## src/rtl/key_bcd_entry_pkg.sv

```systemverilog
// Shared types, defaults and BCD step helpers for the key-to-BCD entry path.
package key_bcd_entry_pkg;

  typedef enum logic {EDIT, PENDING} entry_state_t;

  typedef logic [3:0] bcd_digit_t;

  typedef struct packed {
    bcd_digit_t tens;
    bcd_digit_t ones;
  } bcd_pair_t;

  localparam int DEBOUNCE_DEFAULT = 4;

  // Increment a two-digit BCD value; max_value wraps to 00.
  function automatic bcd_pair_t bcd_inc(input bcd_digit_t tens, input bcd_digit_t ones,
                                        input int max_value);
    bcd_pair_t  r;
    bcd_digit_t max_t;
    bcd_digit_t max_o;
    max_t = bcd_digit_t'(max_value / 10);
    max_o = bcd_digit_t'(max_value % 10);
    if (tens == max_t && ones == max_o) begin
      r.tens = 4'd0;
      r.ones = 4'd0;
    end else if (ones == 4'd9) begin
      r.tens = tens + 4'd1;
      r.ones = 4'd0;
    end else begin
      r.tens = tens;
      r.ones = ones + 4'd1;
    end
    return r;
  endfunction

  // Decrement a two-digit BCD value; 00 wraps to max_value.
  function automatic bcd_pair_t bcd_dec(input bcd_digit_t tens, input bcd_digit_t ones,
                                        input int max_value);
    bcd_pair_t r;
    if (tens == 4'd0 && ones == 4'd0) begin
      r.tens = bcd_digit_t'(max_value / 10);
      r.ones = bcd_digit_t'(max_value % 10);
    end else if (ones == 4'd0) begin
      r.tens = tens - 4'd1;
      r.ones = 4'd9;
    end else begin
      r.tens = tens;
      r.ones = ones - 4'd1;
    end
    return r;
  endfunction

endpackage

```

## src/rtl/key_bcd_entry_debounce.sv

```systemverilog
// Per-key conditioning: 2-flop synchronizer, stability counter and a
// registered one-cycle pulse on each debounced press (1->0).
module key_debounce
  import key_bcd_entry_pkg::*;
#(
  parameter int DEBOUNCE_CYCLES = DEBOUNCE_DEFAULT
) (
  input  logic clk,
  input  logic reset,
  input  logic key_n,
  output logic press
);

  localparam int CNT_W = $clog2(DEBOUNCE_CYCLES + 1);

  logic             r_sync0;
  logic             r_sync1;
  logic             r_db;
  logic             r_db_d;
  logic             r_press;
  logic [CNT_W-1:0] r_cnt;
  logic             w_differ;
  logic             w_expire;

  assign w_differ = (r_sync1 != r_db);
  assign w_expire = w_differ && (r_cnt == CNT_W'(DEBOUNCE_CYCLES - 1));

  // Synchronize, qualify the level for DEBOUNCE_CYCLES samples, then edge-detect.
  always_ff @(posedge clk) begin
    if (reset) begin
      r_sync0 <= 1'b1;
      r_sync1 <= 1'b1;
      r_db    <= 1'b1;
      r_db_d  <= 1'b1;
      r_press <= 1'b0;
      r_cnt   <= '0;
    end else begin
      r_sync0 <= key_n;
      r_sync1 <= r_sync0;
      if (!w_differ) begin
        r_cnt <= '0;
      end else if (w_expire) begin
        r_db  <= r_sync1;
        r_cnt <= '0;
      end else begin
        r_cnt <= r_cnt + CNT_W'(1);
      end
      r_db_d  <= r_db;
      r_press <= r_db_d & ~r_db;
    end
  end

  assign press = r_press;

endmodule

```

## src/rtl/key_bcd_entry.sv

```systemverilog
// Two-digit BCD entry: up/down edit the value, enter commits it over a
// valid/ready request; the user is locked out until the request is taken.
module key_bcd_entry
  import key_bcd_entry_pkg::*;
#(
  parameter int MAX_VALUE       = 99,
  parameter int DEBOUNCE_CYCLES = DEBOUNCE_DEFAULT
) (
  input  logic       clk,
  input  logic       reset,
  input  logic       key_up_n,
  input  logic       key_down_n,
  input  logic       key_enter_n,
  output logic [3:0] bcd_tens,
  output logic [3:0] bcd_ones,
  output logic       req_valid,
  input  logic       req_ready,
  output logic [3:0] req_tens,
  output logic [3:0] req_ones,
  output logic       busy
);

  logic         w_up;
  logic         w_down;
  logic         w_enter;

  entry_state_t r_state;
  entry_state_t w_state_nxt;
  bcd_digit_t   r_tens;
  bcd_digit_t   r_ones;
  bcd_digit_t   r_req_tens;
  bcd_digit_t   r_req_ones;
  bcd_digit_t   w_tens_nxt;
  bcd_digit_t   w_ones_nxt;
  bcd_digit_t   w_req_tens_nxt;
  bcd_digit_t   w_req_ones_nxt;
  bcd_pair_t    w_inc;
  bcd_pair_t    w_dec;

  key_debounce #(.DEBOUNCE_CYCLES(DEBOUNCE_CYCLES)) u_up (
    .clk   (clk),
    .reset (reset),
    .key_n (key_up_n),
    .press (w_up)
  );

  key_debounce #(.DEBOUNCE_CYCLES(DEBOUNCE_CYCLES)) u_down (
    .clk   (clk),
    .reset (reset),
    .key_n (key_down_n),
    .press (w_down)
  );

  key_debounce #(.DEBOUNCE_CYCLES(DEBOUNCE_CYCLES)) u_enter (
    .clk   (clk),
    .reset (reset),
    .key_n (key_enter_n),
    .press (w_enter)
  );

  assign w_inc = bcd_inc(r_tens, r_ones, MAX_VALUE);
  assign w_dec = bcd_dec(r_tens, r_ones, MAX_VALUE);

  // State, edit digits and committed request registers.
  always_ff @(posedge clk) begin
    if (reset) begin
      r_state    <= EDIT;
      r_tens     <= 4'd0;
      r_ones     <= 4'd0;
      r_req_tens <= 4'd0;
      r_req_ones <= 4'd0;
    end else begin
      r_state    <= w_state_nxt;
      r_tens     <= w_tens_nxt;
      r_ones     <= w_ones_nxt;
      r_req_tens <= w_req_tens_nxt;
      r_req_ones <= w_req_ones_nxt;
    end
  end

  // Next state and next digit/request values; enter wins over a same-cycle step.
  always_comb begin
    w_state_nxt    = r_state;
    w_tens_nxt     = r_tens;
    w_ones_nxt     = r_ones;
    w_req_tens_nxt = r_req_tens;
    w_req_ones_nxt = r_req_ones;
    case (r_state)
      EDIT: begin
        if (w_enter) begin
          w_req_tens_nxt = r_tens;
          w_req_ones_nxt = r_ones;
          w_state_nxt    = PENDING;
        end else if (w_up && !w_down) begin
          w_tens_nxt = w_inc.tens;
          w_ones_nxt = w_inc.ones;
        end else if (w_down && !w_up) begin
          w_tens_nxt = w_dec.tens;
          w_ones_nxt = w_dec.ones;
        end
      end
      PENDING: begin
        if (req_ready) begin
          w_state_nxt = EDIT;
        end
      end
      default: w_state_nxt = EDIT;
    endcase
  end

  assign bcd_tens  = r_tens;
  assign bcd_ones  = r_ones;
  assign req_tens  = r_req_tens;
  assign req_ones  = r_req_ones;
  assign req_valid = (r_state == PENDING);
  assign busy      = (r_state == PENDING);

endmodule

```

## config.mk

```make
export PLATFORM = sky130hd
export DESIGN_NAME = key_bcd_entry
export DESIGN_NICKNAME = d
export VERILOG_FILES = /design/src/rtl/key_bcd_entry_pkg.sv /design/src/rtl/key_bcd_entry_debounce.sv /design/src/rtl/key_bcd_entry.sv
export SDC_FILE = /design/constraint.sdc
export NUM_CORES = 1
export LEC_CHECK = 0
export BUFFER_PORTS_ARGS = -buffer_cell sky130_fd_sc_hd__buf_2
export CAP_MARGIN = 10
export CORE_ASPECT_RATIO = 1.1
export CORE_UTILIZATION = 50
export CTS_BUF_LIST = sky130_fd_sc_hd__clkbuf_16
export DETAILED_ROUTE_END_ITERATION = 6
export PLACE_DENSITY = 0.79
export SYNTH_ARGS = -nofsm -noshare
export SYNTH_HDL_FRONTEND = slang
export SYNTH_SLANG_ARGS = --single-unit
```

## constraint.sdc

```tcl
create_clock -name clk -period 3.7 [get_ports clk]
set_clock_uncertainty 0.15 [all_clocks]
set_input_delay 0.74 -clock clk [delete_from_list [all_inputs] [get_ports clk]]
set_output_delay 0.74 -clock clk [all_outputs]
set_load 0.005 [all_outputs]
```

==> run summary <==
The proportion of layout cells with a drive suffix above 1 was 19.8%; the net count after synthesis was 228. The clock tree synthesis step divided the H-tree into 2 levels. The final layout contains 246 nets.

The min-delay analysis places its worst path in the category reg -> reg. The area after detailed placement was 1970 sq um; the number of max-slew violations in the final report was 0. Cells fill 62.8% of the core in the end. After clock tree synthesis, the repair step resized 0 gates. Final-report hold violation count: 0. The initial core utilization is 53.9%. Setup violations remaining at the end of the flow were counted as 0. After the first detailed-routing iteration, the DRC count stood at 77. The portion of the clock cycle consumed by the worst path in the final layout was 57.1%. Setup repair after global routing left no endpoint under its margin. The flow ran to the end, and the final reports show no timing, DRC or antenna violations.

Clock tree synthesis found a total of 41 sinks. For this run, design rule violations remaining after detail routing come to 0. In the synthesized netlist, the number of instances is 208. Total half-perimeter wirelength after legalization and detailed placement: 2.26 mm. The area growth from synthesis to final layout was 16.5%. Synthesis inferred 41 register bits. The repair_antennas step left the layout with diodes totalling 0. At the later pin of the worst-skew pair, clock insertion delay measures 0.28 ns. The share of synthesized area occupied by flip-flops and latches is 44.3%, and the number of vias per cell after detailed routing is 5.19.

The run gives 0.428 mV as the maximum ir drop on the vdd rail. The worst path needs 2.11 ns of the cycle, external delays included. The average cell area after synthesis works out to 8.91 sq um. The count of nets left with antenna violations once routing finished came out at 0. After clock tree synthesis, the clock-pin slew on the worst setup and hold paths is 0.06 ns. The die outline area is 3960 sq um, and the number of buffer cells added on primary ports is 23.

No sink is reached through more buffers than the 2 on the longest clock path. For the vias after detailed routing, the log shows 1426. The transition at the pin with the smallest max-transition slack is 0.549 ns. Adding up every negative setup slack in the final design gives 0 ns. The run gives 5.52 mm as the first-pass GRT wire length. TritonCTS built the clock tree. The fmax is 474 MHz, and the power density relative to cell area is 471 nW/um^2. The core region is 3440 sq um. In this run the static leakage power is 0.926 nW.

The tools report the count of unique library cells instantiated by Yosys as 40. The tools report the number of cell rows as 22. Worst endpoint required time: 3.72 ns. During I/O placement, the number of pins put on the boundary was 24. In the global route stage, overall resource usage came out at 19.6%. Measured against its own limit, the worst slew margin works out to 63.4%. The Yosys step of the flow raised 0 warnings. The critical path is of the reg -> reg type. For the number of buffers created by CTS, the log shows 5. Across the run, the number of max-cap violations was 0.

Summing every instance area after synthesis gives 1850 sq um. The worst setup path is captured at a flip-flop. The number of antenna violations at the first check in global routing came out at 0. After detailed routing, the average wire length per cell comes to 11.6 um.

Data arrives at the worst endpoint at 2.13 ns. Summed over all layers, the global routing overflow is 0. Entering global routing, the biggest net connects 28 pins.

Number of setup buffers added after CTS: 0. The worst setup path is launched from a flip-flop. Measured along the x axis, the die boundary spans 60.1 um. The clock root buffer was sky130_fd_sc_hd__clkbuf_16.

Final wirelength: 3.20 mm. The pre-antenna-repair detailed-routing pass consisted of 4 iterations. The number of global-route vias before repair came out at 1322.

The largest fanout on the critical path is 10, and the cell area after layout is 2160 sq um. Floorplan die height: 65.9 um. Buffers inserted to repair hold after CTS numbered 0. The final estimated routing congestion in global placement is 0.878.
[layout by cell type, fill, tap and decap left out, drive strengths merged, types with 2 or more instances in the layout]
cell,count
dfxtp,41
buf,23
nand2,22
nor2,20
inv,18
a21oi,17
ha,14
or2,9
o21ai,8
or3,5
clkbuf,5
a211oi,4
xnor2,3
nor3,3
nand3,3
mux2i,3
nor2b,2
nand2b,2
nand4b,2
and3b,2
nand3b,2
a31oi,2
bufinv,2
[routing by layer]
metal	global-route usage [%]	up-vias	wire (um)
met5	0	-	0
met4	11.6	0	89
met3	7.83	7	129
met2	30.1	33	1510
met1	22.4	644	1470
li1	-	742	-
[power by group]
part / internal, mW / switching (mW) / leakage (nW)
Clock: 0.388 / 0.168 / 0.0944
Sequential: 0.446 / 0.00158 / 0.332
Combinational: 0.00569 / 0.00763 / 0.499
Total: 0.840 / 0.177 / 0.926
[state kept, by name (all words and copies together) (netlist names), 3 cells and up]
register / cells
bcd_ones: 4
bcd_tens: 4
req_ones: 4
req_tens: 4
u_down.r_cnt: 3
u_enter.r_cnt: 3
u_up.r_cnt: 3
[synth_stat cells (all sizes together)]
library cell,instances,share of area [%]
dfxtp,41,44
nand2,22,4.5
nor2,20,4.0
a21oi,17,5.2
inv,17,3.4
ha,14,9.4
clkbuf,9,1.8
or2,9,3.0
o21ai,8,2.4
or3,5,1.7
a211oi,4,1.6
buf,3,1.6
mux2i,3,1.6
nand3,3,0.81
nor3,3,0.81
xnor2,3,1.4
a31oi,2,0.67
and3b,2,0.94
nand2b,2,0.67
nand3b,2,0.81
nand4b,2,0.94
nor2b,2,0.67
a2111oi,1,0.47
a211o,1,0.47
a21boi,1,0.41
a221oi,1,0.47
a311oi,1,0.47
a32o,1,0.54
a41oi,1,0.47
and3,1,0.34
and4b,1,0.54
nor4,1,0.34
o21ba,1,0.54
o311ai,1,0.47
o32ai,1,0.47
o41ai,1,0.88
or4b,1,0.74
[kinds of logic (layout without fill, tap and decap cells)]
| family | after synthesis | in the layout | share of synthesized area [%] |
|---|---|---|---|
| AOI/OAI and AO/OA | 42 | 42 | 15.5 |
| xor gates and xnor gates | 3 | 3 | 1.42 |
| adders and majority gates | 14 | 14 | 9.45 |
| buffers and inverters | 29 | 48 | 6.88 |
| DFF | 41 | 41 | 44.3 |
| muxes | 3 | 3 | 1.62 |
| and+or+nand+nor | 76 | 76 | 20.8 |
[layout make-up]
class / count / area [sq um]
multi-input combinational: 138 / 906
clock buffer: 5 / 125
sequential: 41 / 821
clock inverter: 3 / 68.8
inverter: 17 / 63.8
tap: 48 / 60.1
timing repair buffer: 23 / 115
fill: 291 / 1280
[through the flow]
stage                     hold WS, ns  total power [mW]  setup WS (ns)  cells
after global routing            0.270              1.05           1.51    275
after detailed placement        0.244             0.470           1.64    267
after global placement          0.241             0.470           1.71    267
after CTS                       0.259              1.03           1.62    275
after floorplan                 0.239             0.465           1.71    208
final                           0.259              1.02           1.59    275
[path summary, 6_finish.rpt]
kind,startpoint,end,slack [ns],depth (start not counted)
max,bcd_ones[0],bcd_tens[2],1.59,6
min,u_up.r_db_d,u_up.press,0.26,2
max reg2reg,bcd_ones[0],bcd_tens[2],1.59,6
min reg2reg,u_up.r_db_d,u_up.press,0.26,2
[worst max-delay path, stage by stage (launching register included)]
cell,delay (ns)
sky130_fd_sc_hd__dfxtp_1,0.40
sky130_fd_sc_hd__inv_1,0.13
sky130_fd_sc_hd__ha_1,0.24
sky130_fd_sc_hd__or4b_4,0.55
sky130_fd_sc_hd__a21oi_4,0.20
sky130_fd_sc_hd__o21ai_2,0.08
sky130_fd_sc_hd__a32o_1,0.25
Note: power is estimated with default switching activity, not from simulation.
